==> config.mk <==
export PLATFORM = sky130hd
export DESIGN_NAME = bcd_seg7_scan
export DESIGN_NICKNAME = d
export VERILOG_FILES = /design/src/rtl/bcd_seg7_scan.sv
export SDC_FILE = /design/constraint.sdc
export NUM_CORES = 1
export LEC_CHECK = 0
export BUFFER_PORTS_ARGS = -buffer_cell sky130_fd_sc_hd__buf_2
export CORE_MARGIN = 2
export CORE_UTILIZATION = 38
export CTS_CLUSTER_SIZE = 20
export DETAILED_ROUTE_END_ITERATION = 6
export PLACE_DENSITY = 0.54
export SKIP_CTS_REPAIR_TIMING = 1
export SYNTH_ARGS = -nofsm -noshare
export SYNTH_HDL_FRONTEND = slang
export SYNTH_SLANG_ARGS = --single-unit
==> constraint.sdc <==
create_clock -name clk -period 3.7 [get_ports clk]
set_input_delay 0.37 -clock clk [delete_from_list [all_inputs] [get_ports clk]]
set_output_delay 0.37 -clock clk [all_outputs]
set_load 0.01 [all_outputs]
==> src/rtl/bcd_seg7_scan.sv <==
// bcd_seg7_scan: multiplexed 7-segment driver with shadowed BCD capture, frame-aligned updates and leading-zero blanking
module bcd_seg7_scan #(
   parameter int DIGITS     = 3,
   parameter int DIV        = 1000,
   parameter int ACTIVE_LOW = 1
) (
   input  logic                  clk,
   input  logic                  rst,
   input  logic [4*DIGITS-1:0]   bcd_in,
   input  logic                  load,
   input  logic                  blank_lz,
   output logic [6:0]            seg,
   output logic [DIGITS-1:0]     an,
   output logic                  upd,
   output logic                  frame_done
);
   localparam int PW = $clog2(DIV);
   localparam int IW = DIGITS > 1 ? $clog2(DIGITS) : 1;

   logic [4*DIGITS-1:0] shadow_q, shadow_d, disp_q, disp_d;
   logic                pending_q, pending_d, upd_q, upd_d;
   logic [PW-1:0]       presc_q, presc_d;
   logic [IW-1:0]       idx_q, idx_d;
   logic                tick, z, sel_blk, on;
   logic [3:0]          nib;
   logic [6:0]          seg_a;
   logic [DIGITS-1:0]   an_a;

   function automatic logic [6:0] decode(input logic [3:0] d);
      case (d)
         4'd0: decode = 7'h3F;
         4'd1: decode = 7'h06;
         4'd2: decode = 7'h5B;
         4'd3: decode = 7'h4F;
         4'd4: decode = 7'h66;
         4'd5: decode = 7'h6D;
         4'd6: decode = 7'h7D;
         4'd7: decode = 7'h07;
         4'd8: decode = 7'h7F;
         4'd9: decode = 7'h6F;
         default: decode = 7'h79;
      endcase
   endfunction

   always_comb begin
      tick       = presc_q == PW'(DIV - 1);
      frame_done = tick && idx_q == IW'(DIGITS - 1);
      presc_d    = tick ? '0 : presc_q + 1'b1;
      idx_d      = tick ? (idx_q == IW'(DIGITS - 1) ? '0 : idx_q + 1'b1) : idx_q;
      shadow_d   = load ? bcd_in : shadow_q;
      pending_d  = load || (pending_q && !frame_done);
      upd_d      = frame_done && pending_q;
      disp_d     = upd_d ? shadow_q : disp_q;
      // walk from the top digit so z tracks "this digit and all above are zero"
      z          = 1'b1;
      nib        = '0;
      sel_blk    = 1'b0;
      for (int k = DIGITS - 1; k >= 0; k--) begin
         z = z && disp_q[4*k +: 4] == 4'd0;
         if (idx_q == IW'(k)) begin
            nib     = disp_q[4*k +: 4];
            sel_blk = blank_lz && z && k != 0;
         end
      end
      on    = presc_q != '0 && !sel_blk;
      seg_a = on ? decode(nib) : '0;
      an_a  = on ? DIGITS'(1) << idx_q : '0;
      seg   = ACTIVE_LOW != 0 ? ~seg_a : seg_a;
      an    = ACTIVE_LOW != 0 ? ~an_a : an_a;
      upd   = upd_q;
   end

   always_ff @(posedge clk or posedge rst)
      if (rst) begin
         shadow_q  <= '0;
         disp_q    <= '0;
         pending_q <= 1'b0;
         presc_q   <= '0;
         idx_q     <= '0;
         upd_q     <= 1'b0;
      end else begin
         shadow_q  <= shadow_d;
         disp_q    <= disp_d;
         pending_q <= pending_d;
         presc_q   <= presc_d;
         idx_q     <= idx_d;
         upd_q     <= upd_d;
      end
endmodule

=== After elaboration in Yosys (flattened, before gate mapping) ===
Memories as Yosys holds them, arrays and structs flattened.
Index checks and enable logic that the tools add are counted.

* $add $sub $neg: 2
* Equal/unequal tests: 3
* Shifts and indexed selects: 1
* Muxes and demuxes: 10
* Bitwise operators: 2
* Reduce and logical (&&, ||, !) cells: 14

{| class="wikitable"
|+ Operators by type and width
! kind !! count
|-
| 4-bit 2-to-1 mux || 3
|-
| 10-bit by 1-bit adder with 10-bit output, second input constant || 1
|-
| 10-bit == test, second input constant || 1
|-
| 10-bit 2-to-1 mux || 1
|-
| 10-bit nonzero test || 1
|-
| 4-bit zero test || 2
|-
| 1-bit logical AND || 7
|-
| 7-bit 2-to-1 mux || 1
|-
| 7-bit NOT || 1
|-
| 1-bit 2-to-1 mux || 3
|-
| 3-bit 2-to-1 mux || 1
|-
| 3-bit NOT || 1
|-
| 1-bit by 2-bit << shifter with 3-bit output, first input constant || 1
|-
| 2-bit by 1-bit adder with 2-bit output, second input constant || 1
|-
| 2-bit by 1-bit == test with 1-bit output, second input constant || 1
|-
| 2-bit == test, second input constant || 1
|-
| 1-bit zero test || 2
|-
| 2-bit zero test || 1
|-
| 2-bit 2-to-1 mux || 1
|-
| 1-bit logical OR || 1
|}

* Register bits after elaboration: 38
* ROM bits: 112
* Input port bits: 16
* Word-level logic and storage cells: 39
* Memories kept: 1

{| class="wikitable"
|+ Memory list
! memory !! words !! bits a word !! rd ports !! clocked after Yosys merged registers in !! write ports !! line !! text
|-
| (no name shown) || 16 || 7 || 1 || 0 || 0 || 30 || <nowiki>case (d)</nowiki>
|}

=== Longest topological paths before layout ===
* Word-level depth: 9
* Gate-level depth with buffers: 9
* Depth with buffers taken out: 7

=== Least setup slack after synthesis ===
Ideal clock, no wire load.

* Path kind: flip-flop to output port
* Start point: register idx_q[0]
* End point: output port seg[1]
* Arrival: 1.678 ns
* Data required time: 3.330 ns
* Path slack: 1.652 ns
* Stages on the path, launching flop included: 10
* Buffers on the path: 2
* Path through: dfrtp_1 buf_2 nor2b_1 buf_2 o2bb2ai_1 inv_1 ha_1 inv_1 nor2_1 o21ai_0

* Word-level cells in the longest chain between the ends: 8

{| class="wikitable"
|+ RTL lines
! item !! line !! text
|-
| from (decl) || 23 || <nowiki>logic [IW-1:0] idx_q, idx_d;</nowiki>
|-
| from (signal assigned) || 86 || <nowiki>idx_q <= idx_d;</nowiki>
|-
| parallel branches: the longest is 6 deep, another holds memory 16 x 7 bit || -- ||
|-
| 7-bit 2-to-1 mux * || 66 || <nowiki>seg_a = on ? decode(nib) : '0;</nowiki>
|-
| 7-bit NOT * || 68 || <nowiki>seg = ACTIVE_LOW != 0 ? ~seg_a : seg_a;</nowiki>
|-
| to (decl) || 12 || <nowiki>output logic [6:0] seg,</nowiki>
|}

Every way passes the cells marked *.

=== Final worst setup path ===
* Start point: register idx_q[0]
* End point: output port seg[4]

Same word-level chain as after synthesis.

==> metrics.txt <==
status complete, no violations; number of global-route vias before repair about 1.2k; number of buffers added on ports 27; capture instance of the worst register-to-register path disp_q[5]; post-route antenna net violation count 0; clock-pin slew of the registers on the worst-case setup and hold paths around 0.080 ns; netlist area before placement 1960 um^2; Cell Rows 26; # IOs 28; R2R depth 5; Max IR drop VDD between 0.0002 and 0.00025 V; layout overhead on the synthesized area 15.7%; core area ~5000 um^2; Max clock buf depth 2; sum of internal, switching and leakage power 0.815 mW; max frequency around 0.36 GHz; post-synthesis sequential element count 38; critical path cell sequence nor2b_1 -> o2bb2ai_1 -> inv_1 -> ha_1 -> mux2i_1 -> o221ai_1 -> buf_2; final hold violation count 0; post-route clock skew around 0.0063 ns; fraction of layout cells with a size suffix above 1 34.2%; number of H-tree levels 2; Post-layout nets 217; GRT Resource Usage Total a little over an eighth; Worst Max-Slew Pin Slew 0.741 ns; pin count of the biggest net entering global routing 21; crit path kind reg2out; Worst path slowest cell dfrtp_1; total inserted antenna cells 0; crit-path max cell delay just over 0.5 ns; Worst Path Arrival around 2.4 ns; placed instance area 2150 um^2; first-pass GRT wire length ~5.6 mm; Sequential cell area 951 um^2; height of the chip approximately 76 um; final worst-path cycle share between 70% and 80%; min Tclk post-route ~2.7 ns; Hold Crit Class in2async; TritonCTS sink count 38; area occupied by multi-input gates about 900 um^2; distinct cell type count after synthesis 38; most instantiated flip-flop cell in the synthesis netlist dfrtp_1; Post-Layout Cell Count roughly 270; clock root buffer clkbuf_8; biggest area contributors in the synthesized netlist dfrtp_1, mux2_2, mux2_4, mux2i_1, ha_1; # Max-Cap Violations 0; Final Slew Violations 0; first-pass iteration count of the detailed router 4; number of fill cells in the layout 487; setup_tns 0 ns; routed via count ~1.3k; Warnings, synthesis 0; Worst Setup End Kind primary output; cell taking the most area after synthesis dfrtp_1; total leakage power ~1.1 nW; critical path's top delay family flip-flops; Placed Cells incl. Taps between 200 and 300; DRT Wirelength approximately 3.4 mm; Seq/Total Area, Yosys around half; clock latency on the worst-skew pair between 0.2 and 0.3 ns; top cell type's share of synthesized area approximately half; nets in the synthesized netlist approximately 190; drt wl/cell around 13 um; count of routing violations after the opening detailed-route iteration 76; CP Data Required Time about 3.3 ns; max-slew headroom at the worst pin between 50 and 60%; power density over cell area 360 nW/um^2; DP Wirelength around 2.6 mm; FFs w/ async S/R, synth between 90% and 100%; die boundary width 75.8 um; worst-path maximum fanout 9; Placer Congestion just over 0.8; setup repair after global routing missed its margin false; mean instance size in the synthesized netlist 11.7 um^2; Avg Vias per Cell around 4.8; Post-Syn Instances about 170; slack of the worst reg-to-reg path ~1.4 ns; residual overflow from global routing 0; crit path launch type register; Design Area, Final 2260 um^2; Post-synth EDFFs 0; antenna violations before repair 0; CTS tree built; initial cell density of the core between 30% and 40%; Bufs and invs on worst path 2; post-detailed-route DRC marker count 0; CTS Buf Count 5; Die Outline Area between 5000 and 6000 um^2; final number of setup-violating endpoints 0; beginning of the worst register-to-register path presc_q[0]
## flip-flops by register name, indices dropped and copies added, names as in the netlist
signal	flops
disp_q	12
idx_q	2
pending_q	1
presc_q	10
shadow_q	12
upd	1
## cell usage after synthesis (all sizes together), types with 5 or more instances
master and count:
buf 5, nor2 8, ha 6, dfrtp 38, inv 14, nand2 7
o21ai 9, mux2 24, mux2i 10, nand3 7
## area by class of cell
cell class | count | area share, %
sequential | 38 | 42.0
multi-input combinational | 108 | 40.5
timing repair buffer | 28 | 6.30
tap | 70 | 3.87
clock buffer | 5 | 3.04
inverter | 14 | 2.32
clock inverter | 3 | 1.99
## report_power, final
group / leakage [nW] / switching (mW) / internal [mW]
Combinational: 0.533 / 0.0148 / 0.0181
Clock: 0.0504 / 0.146 / 0.200
Sequential: 0.484 / 0.00709 / 0.428
## worst register-to-register path, cell delays in order, from the launching register on
cell,delay (ns)
dfrtp_1,0.41
ha_1,0.27
nand3_1,0.14
nor4_4,0.47
nand3_2,0.49
mux2_4,0.43
## metal layers
metal | part of all wire [%] | wire length (um) | vias up | global-route usage, %
li1 | - | - | 636 | -
met1 | 49 | 1670 | 613 | 18.6
met5 | 0 | 0 | - | 0
met2 | 44 | 1470 | 30 | 18.8
met3 | 5.3 | 180 | 4 | 4.23
met4 | 1.6 | 55 | 0 | 5.85
## how the worst max path moves through the flow
stage	endpoint	cells after the start	from
2_1_floorplan	seg[1]	9	idx_q[0]
3_3_place_gp	seg[4]	7	idx_q[0]
3_5_place_dp	seg[4]	7	idx_q[0]
4_1_cts	seg[4]	7	idx_q[0]
5_1_grt	seg[4]	7	idx_q[0]
6_report	seg[4]	7	idx_q[0]
## stage by stage
stage | hold slack, ns | setup WS [ns] | util [%]
5_1_grt | 0.257 | 0.717 | 44.9
3_5_place_dp | 0.493 | 1.24 | 42.7
6_report | 0.197 | 0.954 | 44.9
4_1_cts | 0.225 | 0.908 | 44.9
3_3_place_gp | 0.480 | 1.30 | 42.7
2_1_floorplan | 0.468 | 1.65 | -
## logic make-up (layout without fill, tap and decap cells)
logic type | count (synthesis) | after routing | share of synthesized area, %
compound gates | 21 | 21 | 7.48
xor+xnor | 6 | 6 | 2.68
fa+ha+maj | 6 | 6 | 3.83
buf+inv | 21 | 50 | 4.60
flops | 38 | 38 | 48.6
mux | 34 | 34 | 20.6
simple gates | 41 | 41 | 12.2
## cells in the final DEF, fill, tap and decap left out, drive strengths merged, types with 5 or more instances in the layout
cell	count
inv	14
o21ai	9
nand2	7
clkbuf	5
nand3	7
nor2	8
dfrtp	38
mux2i	10
mux2	24
ha	6
buf	28
Note: power is estimated with default switching activity, not from simulation.
